$ cat src/rtl/vga_timing_gen.sv
`default_nettype none
// ============================================================================
// Module   : vga_timing_gen
// Brief    : Parameterised VGA pixel/line counters producing DrawX/DrawY,
//            blank, hs, vs and frame_start/vblank_start strobes. Defining
//            VGA_FRAME_COUNT_EN adds a 16-bit frame_count output.
// Revision : 1.0 - initial release
// ============================================================================
module vga_timing_gen #(
    parameter int   H_ACTIVE = 640,
    parameter int   H_FP     = 16,
    parameter int   H_SYNC   = 96,
    parameter int   H_BP     = 48,
    parameter int   V_ACTIVE = 480,
    parameter int   V_FP     = 10,
    parameter int   V_SYNC   = 2,
    parameter int   V_BP     = 33,
    parameter logic HS_POL   = 1'b0,
    parameter logic VS_POL   = 1'b0
) (
    input  logic        vga_clk,
    input  logic        reset,
    output logic [9:0]  DrawX,
    output logic [9:0]  DrawY,
    output logic        blank,
    output logic        hs,
    output logic        vs,
    output logic        frame_start,
    output logic        vblank_start
`ifdef VGA_FRAME_COUNT_EN
    ,
    output logic [15:0] frame_count
`endif
);

    localparam int H_TOTAL = H_ACTIVE + H_FP + H_SYNC + H_BP;
    localparam int V_TOTAL = V_ACTIVE + V_FP + V_SYNC + V_BP;

    localparam logic [9:0] H_LAST   = 10'(H_TOTAL - 1);
    localparam logic [9:0] V_LAST   = 10'(V_TOTAL - 1);
    localparam logic [9:0] H_VIS    = 10'(H_ACTIVE);
    localparam logic [9:0] V_VIS    = 10'(V_ACTIVE);
    localparam logic [9:0] HS_BEG   = 10'(H_ACTIVE + H_FP);
    localparam logic [9:0] HS_END   = 10'(H_ACTIVE + H_FP + H_SYNC - 1);
    localparam logic [9:0] VS_BEG   = 10'(V_ACTIVE + V_FP);
    localparam logic [9:0] VS_END   = 10'(V_ACTIVE + V_FP + V_SYNC - 1);

    logic [9:0] hc_q, hc_d;
    logic [9:0] vc_q, vc_d;
    // Low for the first cycle after reset so that cycle presents pixel (0,0).
    logic       run_q;

    logic       blank_q, blank_d;
    logic       hs_q, hs_d;
    logic       vs_q, vs_d;
    logic       fs_q, fs_d;
    logic       vbs_q, vbs_d;

    always_comb begin
        hc_d = hc_q;
        vc_d = vc_q;
        if (run_q) begin
            if (hc_q == H_LAST) begin
                hc_d = '0;
                vc_d = (vc_q == V_LAST) ? '0 : vc_q + 10'd1;
            end else begin
                hc_d = hc_q + 10'd1;
            end
        end
    end

    // Decode from the next counts so every output lines up with DrawX/DrawY.
    always_comb begin
        blank_d = (hc_d < H_VIS) && (vc_d < V_VIS);
        hs_d    = ((hc_d >= HS_BEG) && (hc_d <= HS_END)) ? HS_POL : ~HS_POL;
        vs_d    = ((vc_d >= VS_BEG) && (vc_d <= VS_END)) ? VS_POL : ~VS_POL;
        fs_d    = (hc_d == 10'd0) && (vc_d == 10'd0);
        vbs_d   = (hc_d == 10'd0) && (vc_d == V_VIS);
    end

    always_ff @(posedge vga_clk) begin
        if (reset) begin
            hc_q    <= '0;
            vc_q    <= '0;
            run_q   <= 1'b0;
            blank_q <= 1'b0;
            hs_q    <= ~HS_POL;
            vs_q    <= ~VS_POL;
            fs_q    <= 1'b0;
            vbs_q   <= 1'b0;
        end else begin
            hc_q    <= hc_d;
            vc_q    <= vc_d;
            run_q   <= 1'b1;
            blank_q <= blank_d;
            hs_q    <= hs_d;
            vs_q    <= vs_d;
            fs_q    <= fs_d;
            vbs_q   <= vbs_d;
        end
    end

    assign DrawX        = hc_q;
    assign DrawY        = vc_q;
    assign blank        = blank_q;
    assign hs           = hs_q;
    assign vs           = vs_q;
    assign frame_start  = fs_q;
    assign vblank_start = vbs_q;

`ifdef VGA_FRAME_COUNT_EN
    logic [15:0] fc_q, fc_d;

    // The first frame after reset reads 0; later frame starts count up.
    always_comb begin
        fc_d = fc_q;
        if (run_q && fs_d) begin
            fc_d = fc_q + 16'd1;
        end
    end

    always_ff @(posedge vga_clk) begin
        if (reset) begin
            fc_q <= '0;
        end else begin
            fc_q <= fc_d;
        end
    end

    assign frame_count = fc_q;
`endif

endmodule
`default_nettype wire

$ cat config.mk
export PLATFORM = sky130hd
export DESIGN_NAME = vga_timing_gen
export DESIGN_NICKNAME = d
export VERILOG_FILES = /design/src/rtl/vga_timing_gen.sv
export SDC_FILE = /design/constraint.sdc
export NUM_CORES = 1
export LEC_CHECK = 0
export ABC_CLOCK_PERIOD_IN_PS = 2700
export CORE_MARGIN = 2
export CORE_UTILIZATION = 50
export DETAILED_ROUTE_END_ITERATION = 10
export PLACE_DENSITY = 0.82
export SYNTH_ARGS = -nofsm -noshare
export SYNTH_HDL_FRONTEND = slang
export SYNTH_SLANG_ARGS = --single-unit
$ cat constraint.sdc
create_clock -name vga_clk -period 2.7 [get_ports vga_clk]
set_input_delay 0.405 -clock vga_clk [delete_from_list [all_inputs] [get_ports vga_clk]]
set_output_delay 0.405 -clock vga_clk [all_outputs]
set_load 0.02 [all_outputs]
==> impl_summary.log <==
[metrics] number of max-slew violations in the final report: 0
[metrics] share of post-route cells with drive strength above 1: 8.65%
[metrics] post-synthesis to final-layout area growth: 24.6%
[metrics] number of levels in the clock H-tree: 1
[metrics] Worst Setup SP: DrawX[7]
[metrics] largest fanout of any net on the critical path: 7
[metrics] final standard cell area without fillers: 1780 sq um
[metrics] Multi-input gate area: 847 sq um
[metrics] static power due to leakage: 0.649 nW
[metrics] number of filler instances in the final layout: 244
[metrics] Tot Pwr: 0.613 mW
[metrics] internal power component: 0.466 mW
[metrics] starting density of the core: 52.4%
[metrics] All-Layer GR Usage: 24.3%
[metrics] Cell Rows: 19
[metrics] final hold violation count: 0
[metrics] WL final: 3730 microns
[metrics] Most used DFF post-synth: dfxtp_1
[metrics] biggest area consumer among synthesized cells: dfxtp_1
[metrics] I/O Pins: 27
[metrics] maximum number of pins on one net before global-route repair: 14
[metrics] TritonCTS clock tree: done
[metrics] sequential fraction of the synthesis area: 36.4%
[metrics] Pre-Repair DR Iteration Count: 4
[metrics] final global-route overflow total: 0
[metrics] endpoint required time on the critical path: 2.93 ns
[metrics] largest clock skew in the final design: 0.00338 ns
[metrics] Cell Area, Placed: 1760 sq um
[metrics] final cycle utilization of the critical path: 92.1%
[metrics] Post-CTS Setup Bufs: 0
[metrics] Clock power frac: 26.6%
[metrics] wire length per cell: 15.6 microns
[metrics] Synth area leaders: dfxtp_1 (36%), xnor2_1 (6.1%), nor2_1 (6.0%)
[metrics] Switch Pwr: 0.146 mW
[metrics] classification of the worst setup path: reg -> reg
[metrics] Syn Inst Count: 177
[metrics] accumulated negative setup slack: 0 ns
[metrics] clock root cell: clkbuf_4
[metrics] minimum setup slack among reg-to-reg paths: 0.21 ns
[metrics] routability cong.: 0.894
[metrics] number of buffers added by the clock tree synthesis step: 3
[metrics] portion of total power attributed to sequential cells: 64.7%
[metrics] CP startpoint kind: flop
[metrics] number of flops mapped to enable cells by yosys: 0
[metrics] number of antenna violations at the first check in global routing: 0
[metrics] worst slew pin tran: 0.494 ns
[metrics] number of synthesized register bits: 26
[metrics] Post-Route Hold Slack: 0.598 ns
[metrics] hold wc startpoint: DrawX[1]
[metrics] Synthesis Warnings: 0
[metrics] syn_area_per_cell: 8.09 sq um
[metrics] crit path time final: 2.49 ns
[metrics] core box area: 2730 sq um
[metrics] clk sinks: 26
[metrics] worst stage delay on the critical path: 0.57 ns
[metrics] vias in the first global route: 1360
[metrics] synth unique cells: 43
[metrics] total setup violations reported at the end of the flow: 0
[metrics] switching share of total power: 23.8%
[metrics] post-synth top area share: 36.4%
[metrics] critical-path cell list: or4b_4, nor4_4, xnor2_1, or3_1, or3_4, a211o_1
[metrics] R2R Path Start: DrawX[7]
[metrics] DRC violation count after routing: 0
[metrics] wire length of the first global-routing pass: 6340 microns
[metrics] source-to-sink clock delay at the later pin of the worst-skew pair: 0.32 ns
[metrics] detailed-placement wirelength estimate: 2860 microns
[metrics] Mapped Area: 1430 sq um
[metrics] Net Count, Synth: 182
[metrics] # Max-Cap Violations: 0
[metrics] power share of the combinational group: 8.6%
[metrics] power density of the placed cells: 344 nW/um^2
[metrics] Via-to-Cell Ratio: 6.10
[metrics] fraction of registers with async set or reset after synthesis: 0%
[metrics] Sequential Area: 520 sq um
[metrics] number of buffers on the longest clock path: 2
[metrics] number of gates resized after CTS: 0
[metrics] Post-DRT Antenna Nets: 0
[metrics] Horiz. Die Dim: 57.5 microns
[metrics] clock transition time at the flip-flop clock pins of the worst setup and hold paths: 0.13 ns
[metrics] relative max-transition margin: 66.9%
[metrics] hold bufs inserted after CTS: 0
[metrics] peak supply drop: 0.318 mV
[metrics] Total Die Area: 3310 sq um
[metrics] die outline height: 57.5 microns
[metrics] diode insertion count for antenna repair: 0
[metrics] class of the tightest hold or removal check: reg -> reg
[metrics] total number of nets in the final design: 215
[metrics] I/O Buffers: 26
[metrics] Highest Clock Rate: 0.402 GHz
[metrics] RSZ-0062 raised after global routing: false
[metrics] First DRT Iteration DRCs: 64
[metrics] Slowest cell on crit path: or4b_4
[metrics] data arrival at the endpoint of the critical path: 2.71 ns
[metrics] vias: 1457
[metrics] endpoint kind of the worst setup timing path: flop
[metrics] status: finished clean
## cell usage after synthesis, types with 3 or more instances
master and n:
o21ai_0 6, and3_1 3, nor2_1 23, nand3_1 6, dfxtp_1 26, nand4_1 5
inv_1 9, xnor2_1 10, or3_1 3, nor4_1 4, a21oi_1 6, nand2_1 20
a31oi_1 4, nor3_1 10, clkbuf_1 5, ha_1 3, xor2_1 4
## metal layers
metal,global-route usage [%],share of wire [%]
met2,41.1,51
met5,0,0
met4,11.0,2.2
met3,2.27,6.0
met1,31.4,40
## cells in the final DEF, fill, tap and decap left out, types with 3 or more instances in the layout
cell and instances:
inv_1 9, nor2_1 23, buf_4 8, dfxtp_1 26, nand3_1 6, a21oi_1 6
nor4_1 4, nor3_1 10, xnor2_1 10, nand2_1 20, ha_1 3, or3_1 3
o21ai_0 6, xor2_1 4, clkbuf_4 3, and3_1 3, clkdlybuf4s50_1 26, a31oi_1 4
nand4_1 5
## flip-flops by register name (all words and copies together) (netlist names)
| register | count |
|---|---|
| frame_start | 1 |
| run_q | 1 |
| DrawY | 10 |
| vblank_start | 1 |
| hs | 1 |
| DrawX | 10 |
| blank | 1 |
| vs | 1 |
## path summary, 6_finish.rpt
check,endpoint,cells after the start
hold / removal,DrawX[1],2
setup / recovery,vs,6
setup reg to reg,vs,6
hold reg to reg,DrawX[1],2
## logic make-up (layout without fill, tap and decap cells)
logic type | count (synthesis) | count (layout) | synth area share (%)
buf+inv | 15 | 46 | 4.46
compound gates | 29 | 29 | 13.6
flops | 26 | 26 | 36.4
fa+ha+maj | 3 | 3 | 2.62
mux | 1 | 1 | 0.699
simple gates | 89 | 89 | 33.7
xor+xnor | 14 | 14 | 8.57
## metrics by stage
step                utilization [%]  setup slack [ns]  std cells
finish                         65.2             0.214        239
global route                   65.2            0.0559        239
CTS                            65.2             0.222        239
detailed placement             64.4             0.243        236
global placement               64.4             0.321        236
floorplan                         -             0.173        177
## layout make-up
| class | instances | share of cell area [%] |
|---|---|---|
| Clock buffer | 3 | 1.26 |
| Inverter | 9 | 1.89 |
| Multi-Input combinational cell | 136 | 47.5 |
| Sequential cell | 26 | 29.2 |
| Tap cell | 31 | 2.18 |
| Timing Repair Buffer | 34 | 18.0 |
## power groups by stage
stage / combinational, mW / sequential (mW) / clock, mW
after floorplan: 0.0246 / 0.411 / 0
after global placement: 0.0516 / 0.404 / 0
after detailed placement: 0.0533 / 0.405 / 0
after CTS: 0.0532 / 0.396 / 0.165
after global routing: 0.0585 / 0.398 / 0.177
final: 0.0529 / 0.396 / 0.163
## critical path: cells and delay by family, from the launching register on
kind            cells  cell delay [ns]
flops               1             0.40
compound gates      1             0.27
simple gates        4             1.59
xor+xnor            1             0.13
Power figures use the tool's default switching activity.
